**config.mk**
```make
export PLATFORM = sky130hd
export DESIGN_NAME = int_ctrl
export DESIGN_NICKNAME = d
export VERILOG_FILES = /design/src/rtl/int_ctrl.sv
export SDC_FILE = /design/constraint.sdc
export NUM_CORES = 1
export LEC_CHECK = 0
export ABC_AREA = 1
export CAP_MARGIN = 10
export CORE_MARGIN = 3
export CORE_UTILIZATION = 30
export DETAILED_ROUTE_END_ITERATION = 16
export GPL_TIMING_DRIVEN = 1
export HOLD_SLACK_MARGIN = 0.08
export PLACE_DENSITY_LB_ADDON = 0.25
export SKIP_LAST_GASP = 1
export SYNTH_ARGS = -nofsm -noshare
export SYNTH_HDL_FRONTEND = slang
export SYNTH_SLANG_ARGS = --single-unit
```
**constraint.sdc**
```tcl
create_clock -name clk -period 1.9 [get_ports clk]
set_clock_uncertainty 0.1 [all_clocks]
set_input_delay 0.57 -clock clk [delete_from_list [all_inputs] [get_ports clk]]
set_output_delay 0.57 -clock clk [all_outputs]
set_load 0.01 [all_outputs]
```
**src/rtl/int_ctrl.sv**
```systemverilog
// int_ctrl: 4-source interrupt controller with synchronizers, pending/mask, fixed-priority arbitration,
// CPU Ireq/Iack handshake and a small register slave. Define INTC_LEVEL_EN for level-triggered pending.
module int_ctrl #(
  parameter int unsigned SYNC_STAGES = 2,
  parameter logic [3:0]  RESET_MASK  = 4'h0
) (
  input  logic        clk,
  input  logic        reset,
  input  logic [3:0]  irq_i,
  input  logic        int_en_i,
  input  logic        Iack,
  output logic        Ireq,
  output logic [3:0]  gntInt,
  input  logic        stb_i,
  input  logic        we_i,
  input  logic [1:0]  addr_i,
  input  logic [31:0] dat_i,
  output logic [31:0] dat_o,
  output logic        ack_o
);

  localparam int unsigned N_SRC = 4;
  localparam int unsigned DW    = 32;

  localparam logic [1:0] ST_IDLE = 2'd0;
  localparam logic [1:0] ST_REQ  = 2'd1;
  localparam logic [1:0] ST_SERV = 2'd2;

  localparam logic [1:0] A_MASK = 2'd0;
  localparam logic [1:0] A_PEND = 2'd1;
  localparam logic [1:0] A_STAT = 2'd2;

  logic [SYNC_STAGES-1:0][N_SRC-1:0] sync_q;
  logic [N_SRC-1:0] synced_c;
  logic [N_SRC-1:0] pend_q;
  logic [N_SRC-1:0] mask_q;
  logic [N_SRC-1:0] req_c;
  logic [N_SRC-1:0] arb_c;
  logic [N_SRC-1:0] gnt_q;
  logic [N_SRC-1:0] gnt_n;
  logic [1:0]       state_q;
  logic [1:0]       state_n;
  logic             ireq_q;
  logic             ireq_n;
  logic             en_q;
  logic             wr_mask_c;
  logic [DW-1:0]    rdata_c;
  logic [DW-1:0]    dat_q;
  logic             ack_q;
  logic             unused_c;

  assign unused_c = ^dat_i[DW-1:N_SRC];

  // Multi-flop synchronizer per irq line; last stage is the clean, clk-domain view
  always_ff @(posedge clk or negedge reset) begin
    if (!reset) begin
      sync_q <= '0;
    end else begin
      sync_q <= {sync_q[SYNC_STAGES-2:0], irq_i};
    end
  end

  assign synced_c = sync_q[SYNC_STAGES-1];

`ifdef INTC_LEVEL_EN
  // Level mode: pending simply tracks the synchronized lines
  always_ff @(posedge clk or negedge reset) begin
    if (!reset) begin
      pend_q <= '0;
    end else begin
      pend_q <= synced_c;
    end
  end
`else
  logic [N_SRC-1:0] prev_q;
  logic [N_SRC-1:0] rise_c;
  logic [N_SRC-1:0] w1c_c;
  logic [N_SRC-1:0] iack_clr_c;

  assign rise_c     = synced_c & ~prev_q;
  assign w1c_c      = (stb_i && we_i && (addr_i == A_PEND)) ? dat_i[N_SRC-1:0] : '0;
  assign iack_clr_c = ((state_q == ST_REQ) && Iack) ? gnt_q : '0;

  // Edge mode: a new rising edge wins over any clear landing in the same cycle
  always_ff @(posedge clk or negedge reset) begin
    if (!reset) begin
      prev_q <= '0;
      pend_q <= '0;
    end else begin
      prev_q <= synced_c;
      pend_q <= (pend_q & ~(w1c_c | iack_clr_c)) | rise_c;
    end
  end
`endif

  assign wr_mask_c = stb_i && we_i && (addr_i == A_MASK);

  always_ff @(posedge clk or negedge reset) begin
    if (!reset) begin
      mask_q <= RESET_MASK;
    end else if (wr_mask_c) begin
      mask_q <= dat_i[N_SRC-1:0];
    end
  end

  // Source 0 has highest priority: isolate the lowest set bit
  assign req_c = pend_q & mask_q;
  assign arb_c = req_c & (~req_c + N_SRC'(1));

  always_ff @(posedge clk or negedge reset) begin
    if (!reset) begin
      state_q <= ST_IDLE;
      gnt_q   <= '0;
      ireq_q  <= 1'b0;
      en_q    <= 1'b0;
    end else begin
      state_q <= state_n;
      gnt_q   <= gnt_n;
      ireq_q  <= ireq_n;
      en_q    <= int_en_i;
    end
  end

  always_comb begin
    state_n = state_q;
    gnt_n   = gnt_q;
    ireq_n  = ireq_q;
    case (state_q)
      ST_IDLE: begin
        if (int_en_i && (req_c != '0)) begin
          state_n = ST_REQ;
          gnt_n   = arb_c;
          ireq_n  = 1'b1;
        end
      end
      ST_REQ: begin
        if (Iack) begin
          state_n = ST_SERV;
          ireq_n  = 1'b0;
        end
      end
      ST_SERV: begin
        // Handler return is signalled by interrupts being re-enabled
        if (int_en_i && !en_q) begin
          state_n = ST_IDLE;
          gnt_n   = '0;
        end
      end
      default: begin
        state_n = ST_IDLE;
        gnt_n   = '0;
        ireq_n  = 1'b0;
      end
    endcase
  end

  always_comb begin
    rdata_c = '0;
    case (addr_i)
      A_MASK:  rdata_c = {28'b0, mask_q};
      A_PEND:  rdata_c = {28'b0, pend_q};
      A_STAT:  rdata_c = {22'b0, state_q, 4'b0, gnt_q};
      default: rdata_c = '0;
    endcase
  end

  // Single-cycle slave: every strobe is acked one cycle later with its read data
  always_ff @(posedge clk or negedge reset) begin
    if (!reset) begin
      ack_q <= 1'b0;
      dat_q <= '0;
    end else begin
      ack_q <= stb_i;
      dat_q <= stb_i ? rdata_c : '0;
    end
  end

  assign Ireq   = ireq_q;
  assign gntInt = gnt_q;
  assign dat_o  = dat_q;
  assign ack_o  = ack_q;

endmodule

```
==> impl_metrics.ini, run 1 <==
[status]
outcome = completed

[flow_run]
maxCapViolCount = 0

[critical_path]
crit_family = buffers and inverters
r2r-start = mask_q[1]
rrSetupSlack_ns = 0.61
cp_cell_sequence = clkdlybuf4s50_1
end_kind = primary output
max_stage_delay_ns = 0.54
crit_buf_inv = 1
path_depth = 1
crit_fanout = 2
worst_path_max_delay_cell = clkdlybuf4s50_1
timing.rr.end = gntInt[3]
cp-start-kind = register
worstSetupPathType = reg2out
endpoint = Ireq
cp.required_ns = 1.23
crit_arrival_ns = 1.16
r2r_cells = 7
cp-startpoint = Ireq

[power_and_ir_drop]
p_clk_frac = 0.234
switching_share = 0.3391
internal_power_uw = 1411
p_switching_uw = 724.0
power.share.sequential = 0.450
cellPowerDensity_nw_per_um2 = 1055
cellLeakagePower_uw = 0.001036
comb_power_share = 0.316
peakVddDrop_uv = 401.1

[global_routing]
antenna_found_initial = 0
grt_pass1_wl_um = 4761
overflow = 0
grt_pass1_vias = 1082
grtUsageTotal = 0.09763
grt_max_degree = 36

[logic_synthesis]
avgSynthCellArea_um2 = 9.610
ys_ff_latch = 35
synthArstFlopShare = 1.000
seq_area_frac_synth = 0.5393
syn_area_um2 = 1624
ys_types = 23
synth_edf_count = 0
syn_inst = 169
yosysWarnings = 0
ys.flop_type = dfrtp_1

[clock_tree]
cts_buffer_depth = 2
numCtsBuffers = 5
cts.sinks = 35
cts_root_buf = clkbuf_8
cts_htree_levels = 2
hold_buffers = 0
cts_tree = done
clock_latency_ns = 0.28
clk_pin_slew_worst_paths_ns = 0.07

[timing]
tns_ns = 0
setup_viol_count_final = 0
hold_viol = 0
timing.final.crit_share = 0.9619
layout_min_cycle_time_ns = 1.828
fmax_mhz = 547.1
rsz0062_at_grt = no
layout_setup_ws_ns = 0.07232
final_max_slew_viol_count = 0

[floorplanning]
row_count = 26
pin_count = 82
die_x_um = 79.58
die-area_um2 = 6332
die_y_um = 79.58
core_area_um2 = 5172
start_util = 0.3140

[cells_and_area]
nNetsFinal = 253
final_layout_size_suffix_gt1_frac = 0.1476
n_antenna_cell = 0
area_growth_pct = 24.58
final_util = 0.3911
final_common_cell = nand2_1
most-common-layout-cells = nand2_1, dfrtp_1, conb_1

[placement]
place_ws_ns = -0.05593
place_congestion = 0.7773
io_buffers = 27
hpwl_um = 2194

[drt]
vias_per_cell = 3.918
wl_um = 2792
drc = 0
first_iter_violations = 34
drtAntennaViolNets = 0
vias = 1097
wl_per_cell_um = 9.971
dr.pass1.iters = 2

[worst_hold_path]
hp-class = reg2reg
holdCritStartpoint = sync_q[1]
-- sequential cells by signal, summed over array words and instances, names as in the netlist --
name and cells:
pend_q 4, prev_q 4, synced_c 4, Ireq 1, sync_q 4, mask_q 4
gntInt 4, dat_o 6, ack_o 1, en_q 1, state_q 2
-- metal layers --
layer,GRT usage,part of all wire,up-vias
li1,-,-,558
met1,0.1219,0.46,504
met2,0.1569,0.47,30
met3,0.03160,0.058,5
met4,0.03608,0.011,0
met5,0,0,-
-- power groups by stage --
stage	registers (uW)	logic, uW	clock network, uW
after CTS	963	689	531
after detailed placement	986	675	0
after global placement	982	672	0
final	961	675	499
after floorplan	989	445	0
after global routing	978	760	563
-- area by class of cell --
type                    instances  area (um2)
clock buffers                   7       76.32
repair buffers                 34       331.6
clock inverters                 1       5.005
multi-input cells             113       569.3
flip-flops and latches         35       875.8
fillers                       550        3149
inverters                      20       77.57
well taps                      70       87.58
-- stage by stage --
stage	total power (uW)	std cells	area [um2]	hold WS, ns
final	2135	280	2023	0.2474
after global routing	2301	280	2023	0.2610
after CTS	2183	280	2023	0.2515
after detailed placement	1661	271	1938	0.2358
after global placement	1655	271	1938	0.2340
after floorplan	1434	194	1718	0.1744
-- timing repair --
item | CTS | global route
hold endpoints to repair | 0 | 0
setup endpoints to repair | 4 | 0
setup buffers | 1 | 0
resized for setup | 3 | 0
-- cells in the mapped netlist, types with 2 or more instances --
cell     instances  area share
o21ai_1          4       0.012
nand2_1         47        0.11
nand2_4          2       0.014
nor2_4           3       0.021
inv_2            2      0.0046
dfrtp_1         35        0.54
nor3_1           4       0.012
inv_1           17       0.039
mux2_2           4       0.028
nand3_1         12       0.037
buf_4           26        0.12
nor2_1           2      0.0046
-- how the worst min path moves through the flow --
| stage | cells after the start | endpoint | slack (ns) |
|---|---|---|---|
| 4_1_cts | 0 | synced_c[1] | 0.25 |
| 5_1_grt | 0 | synced_c[1] | 0.26 |
| 2_1_floorplan | 0 | Ireq | 0.17 |
| 3_3_place_gp | 0 | synced_c[2] | 0.23 |
| 3_5_place_dp | 0 | synced_c[1] | 0.24 |
| 6_report | 0 | synced_c[1] | 0.25 |
-- kinds of logic after synthesis --
family,after synthesis,synth area share
multiplexers,4,0.02773
buffers and inverters,46,0.1680
flip-flops,35,0.5393
AO/OA/AOI/OAI,8,0.03544
other,1,0.002309
AND/OR/NAND/NOR,75,0.2273
Note: power is estimated with default switching activity, not from simulation.
==> run 2: changes to the inputs <==
DONT_BUFFER_PORTS = 1   (was unset)
RECOVER_POWER = 25   (was unset)
==> impl_metrics.ini, run 2 (same netlist as run 1, synthesis figures left out) <==
[status]
outcome = completed

[placement]
place_congestion = 0.7519
hpwl_um = 2169
place_ws_ns = 0.4367
io_buffers = 0

[global_routing]
met3_usage = 0.04966
grt_pass1_vias = 967
met1_usage = 0.1217
antenna_found_initial = 0
grtUsageTotal = 0.09782
grt_pass1_wl_um = 4698
busiest_layer = met2
grt_max_degree = 36
met2_usage = 0.1469
overflow = 0

[critical_path]
crit_arrival_ns = 0.75
r2r_cells = 7
cp.required_ns = 1.23
crit_fanout = 4
cp-startpoint = gntInt[0]
r2r-start = pend_q[1]
end_kind = primary output
timing.rr.end = gntInt[3]
cp-start-kind = register
rrSetupSlack_ns = 0.59
worstSetupPathType = reg2out

[timing]
layout_setup_ws_ns = 0.4843
layout_min_cycle_time_ns = 1.416
timing.final.crit_share = 0.7451
final_max_slew_viol_count = 0
tns_ns = 0
setup_viol_count_final = 0
hold_viol = 0
rsz0062_at_grt = no
fmax_mhz = 706.4

[power_and_ir_drop]
cellPowerDensity_nw_per_um2 = 1167
peakVddDrop_uv = 482.1
cellLeakagePower_uw = 0.0008947

[drt]
drtAntennaViolNets = 0
wl_um = 2821
wl_per_cell_um = 11.38
drc = 0
vias_per_cell = 3.927
vias = 974
first_iter_violations = 61
dr.pass1.iters = 4

[floorplanning]
core_area_um2 = 5172
row_count = 26
start_util = 0.3140
die_y_um = 79.58
die-area_um2 = 6332
die_x_um = 79.58
pin_count = 82

[cells_and_area]
final_common_cell = nand2_1
final_util = 0.3336
most-common-layout-cells = nand2_1, dfrtp_1, conb_1
nNetsFinal = 221
area_growth_pct = 6.240
final_layout_size_suffix_gt1_frac = 0.1461
n_antenna_cell = 0
largest_register_ffs = 6

[flow_run]
maxCapViolCount = 0

[clock_tree]
cts.sinks = 35
cts_htree_levels = 2
cts_buffer_depth = 2
cts-resized-gates = 0
cts_tree = done
clock_latency_ns = 0.28
cts_root_buf = clkbuf_8
numCtsBuffers = 5
clk_pin_slew_worst_paths_ns = 0.07

[worst_hold_path]
holdCritStartpoint = irq_i[2]
hp-class = in2reg
worstHoldPathCells = 0
hold_end = sync_q[2]
==> run 2: changes by cell type in the layout (fill, tap and decap cells not counted), sizes merged <==
cell,delta
clkdlybuf4s50,-24
buf,-6
dlygate4sd2,-3
clkbuf,-1
clkinvlp,+1
dlygate4sd3,+1
==> run 2: per-stage QoR <==
step / hold WS, ns / cells / instance area (um2) / total power (uW)
after global placement: 0.1753 / 238 / 1610 / 1501
final: 0.2111 / 248 / 1725 / 2013
after floorplan: 0.1744 / 194 / 1718 / 1434
after detailed placement: 0.1754 / 238 / 1610 / 1503
after global routing: 0.1906 / 248 / 1725 / 2165
after CTS: 0.2012 / 248 / 1725 / 2052
==> run 2: routing by layer <==
layer | up-vias | share of wire
li1 | 486 | -
met1 | 453 | 0.44
met2 | 33 | 0.46
met3 | 2 | 0.099
met4 | 0 | 0.0035
met5 | - | 0
==> run 2: layout make-up <==
class | count | area, um2
inverters | 20 | 77.57
well taps | 70 | 87.58
clock inverters | 2 | 12.51
flip-flops and latches | 35 | 875.8
multi-input cells | 113 | 569.3
clock buffers | 6 | 72.57
fillers | 548 | 3447
repair buffers | 2 | 30.03
==> run 2: repair_timing <==
action	CTS	global route
hold endpoints to repair	35	0
buffers inserted	0	0
hold buffers	2	0
==> run 2: worst register-to-register path: cells and delay by family (launching register included) <==
| family | cells | cell delay [ns] |
|---|---|---|
| AO/OA/AOI/OAI | 1 | 0.22 |
| AND/OR/NAND/NOR | 6 | 0.52 |
| flip-flops | 1 | 0.41 |
==> run 2: power by group <==
group	leakage, uW	switching (uW)	internal (uW)	total [uW]
Sequential	0.000422	139	867	1010
Clock	0.0000412	261	256	517
Combinational	0.000431	319	172	490
Total	0.000895	719	1290	2010
==> run 2: worst max path at each step <==
stage / cells after the start / to / slack (ns)
floorplan: 6 / gntInt[0] / 0.52
global placement: 6 / gntInt[3] / 0.42
detailed placement: 6 / gntInt[0] / 0.44
CTS: 0 / gntInt[0] / 0.46
global route: 0 / gntInt[1] / 0.45
finish: 0 / gntInt[0] / 0.48
==> run 3: changes to the inputs <==
clock period = 1.4 ns   (was 1.9 ns; I/O delays follow)
==> impl_metrics.ini, run 3 (same netlist as run 1, synthesis figures left out) <==
[critical_path]
worst_path_max_delay_cell = dfrtp_1
end_kind = register
endpoint = gntInt[3]
cp.required_ns = 1.52
r2r-start = pend_q[1]
cp-start-kind = register
r2r_cells = 7
max_stage_delay_ns = 0.41
rrSetupSlack_ns = 0.09
worstSetupPathType = reg2reg
crit_arrival_ns = 1.43
cp-startpoint = pend_q[1]
cp_cell_sequence = nand2_1 > nand2_1 > o21ai_2 > nand2_4 > nand2_2 > nand2_1 > nand2_1
crit_top_cell = nand2_1
crit_fanout = 5
timing.rr.end = gntInt[3]

[placement]
hpwl_um = 2169
place_inst = 238
place_ws_ns = 0.08672
dpl_cell_area_um2 = 1610
io_buffers = 0
place_congestion = 0.7519

[power_and_ir_drop]
cellLeakagePower_uw = 0.0009150
cellPowerDensity_nw_per_um2 = 1546
peakVddDrop_uv = 666.9

[timing]
setup_viol_count_final = 0
layout_setup_ws_ns = 0.09011
tns_ns = 0
whs_ns = 0.1390
layout_min_cycle_time_ns = 1.310
rsz0062_at_grt = no
fmax_mhz = 763.4
final_max_slew_viol_count = 0
timing.final.crit_share = 0.9356
hold_viol = 0

[clock_tree]
numCtsBuffers = 5
clk_pin_slew_worst_paths_ns = 0.07
clock_latency_ns = 0.28
cts_buffer_depth = 2
cts_tree = done
cts_root_buf = clkbuf_8
cts_htree_levels = 2
cts.sinks = 35

[floorplanning]
die-area_um2 = 6332
core_area_um2 = 5172
die_y_um = 79.58
die_x_um = 79.58
start_util = 0.3140
row_count = 26
pin_count = 82

[cells_and_area]
final_common_cell = nand2_1
most-common-layout-cells = nand2_1, dfrtp_1, conb_1
largest_register_ffs = 6
instances_no_fill = 254
fin_area_um2 = 1773
nNetsFinal = 227
area_growth_pct = 9.168
final_layout_size_suffix_gt1_frac = 0.1413
n_antenna_cell = 0

[drt]
drc = 0
wl_um = 2828
drtAntennaViolNets = 0
first_iter_violations = 108
wl_per_cell_um = 11.13
vias_per_cell = 3.965
vias = 1007
dr.pass1.iters = 5

[global_routing]
grt_pass1_wl_um = 4823
grt_pass1_vias = 1015
grt_max_degree = 36
grtUsageTotal = 0.1002
overflow = 0
antenna_found_initial = 0

[status]
outcome = completed

[flow_run]
maxCapViolCount = 0

[worst_hold_path]
hp-class = in2reg
[run 3: changes by cell type in the layout (fill, tap and decap cells not counted)]
cell	delta
dlygate4sd3_1	+6
buf_12	-1
clkbuf_4	+1
[run 3: critical path, delay by kind of cell, from the launching register on]
kind	cells	cell delay, ns
and+or+nand+nor	6	0.53
DFF	1	0.41
AOI/OAI and AO/OA	1	0.21
[run 3: layout make-up]
cell class / instances / area (um2)
timing repair buffer: 8 / 77.57
tap: 70 / 87.58
fill: 544 / 3400
clock buffer: 6 / 72.57
inverter: 20 / 77.57
multi-input combinational: 113 / 569.3
sequential: 35 / 875.8
clock inverter: 2 / 12.51
[run 3: how the worst min path moves through the flow]
stage | from | cells past startpoint | to | slack [ns]
2_1_floorplan | reset | 0 | Ireq | 0.02
3_3_place_gp | reset | 0 | sync_q[1] | 0.03
3_5_place_dp | reset | 0 | sync_q[1] | 0.03
4_1_cts | stb_i | 2 | dat_o[0] | 0.13
5_1_grt | stb_i | 2 | dat_o[0] | 0.15
6_report | stb_i | 2 | dat_o[0] | 0.14
[run 3: metrics by stage]
| stage | total power [uW] | utilization |
|---|---|---|
| 2_1_floorplan | 1946 | - |
| 3_3_place_gp | 2038 | 0.3113 |
| 3_5_place_dp | 2040 | 0.3113 |
| 4_1_cts | 2798 | 0.3452 |
| 5_1_grt | 2947 | 0.3428 |
| 6_report | 2740 | 0.3428 |
[run 3: timing repair]
| item | 4_1_cts | 5_1_grt |
|---|---|---|
| hold buffers | 8 | 0 |
| resized for setup | 0 | 0 |
| endpoints found under the hold margin | 41 | 0 |
| buffers inserted | 0 | 0 |
[run 3: layer usage]
| metal | vias to the layer above | GRT usage | wire length (um) |
|---|---|---|---|
| met3 | 2 | 0.04966 | 282 |
| met5 | - | 0 | 0 |
| met4 | 0 | 0.03093 | 10 |
| li1 | 498 | - | - |
| met1 | 469 | 0.1231 | 1186 |
| met2 | 38 | 0.1536 | 1348 |
[run 3: power breakdown]
group / switching (uW) / total [uW] / internal [uW]
Clock: 353 / 701 / 347
Combinational: 434 / 674 / 240
Sequential: 189 / 1370 / 1180
Total: 977 / 2740 / 1760
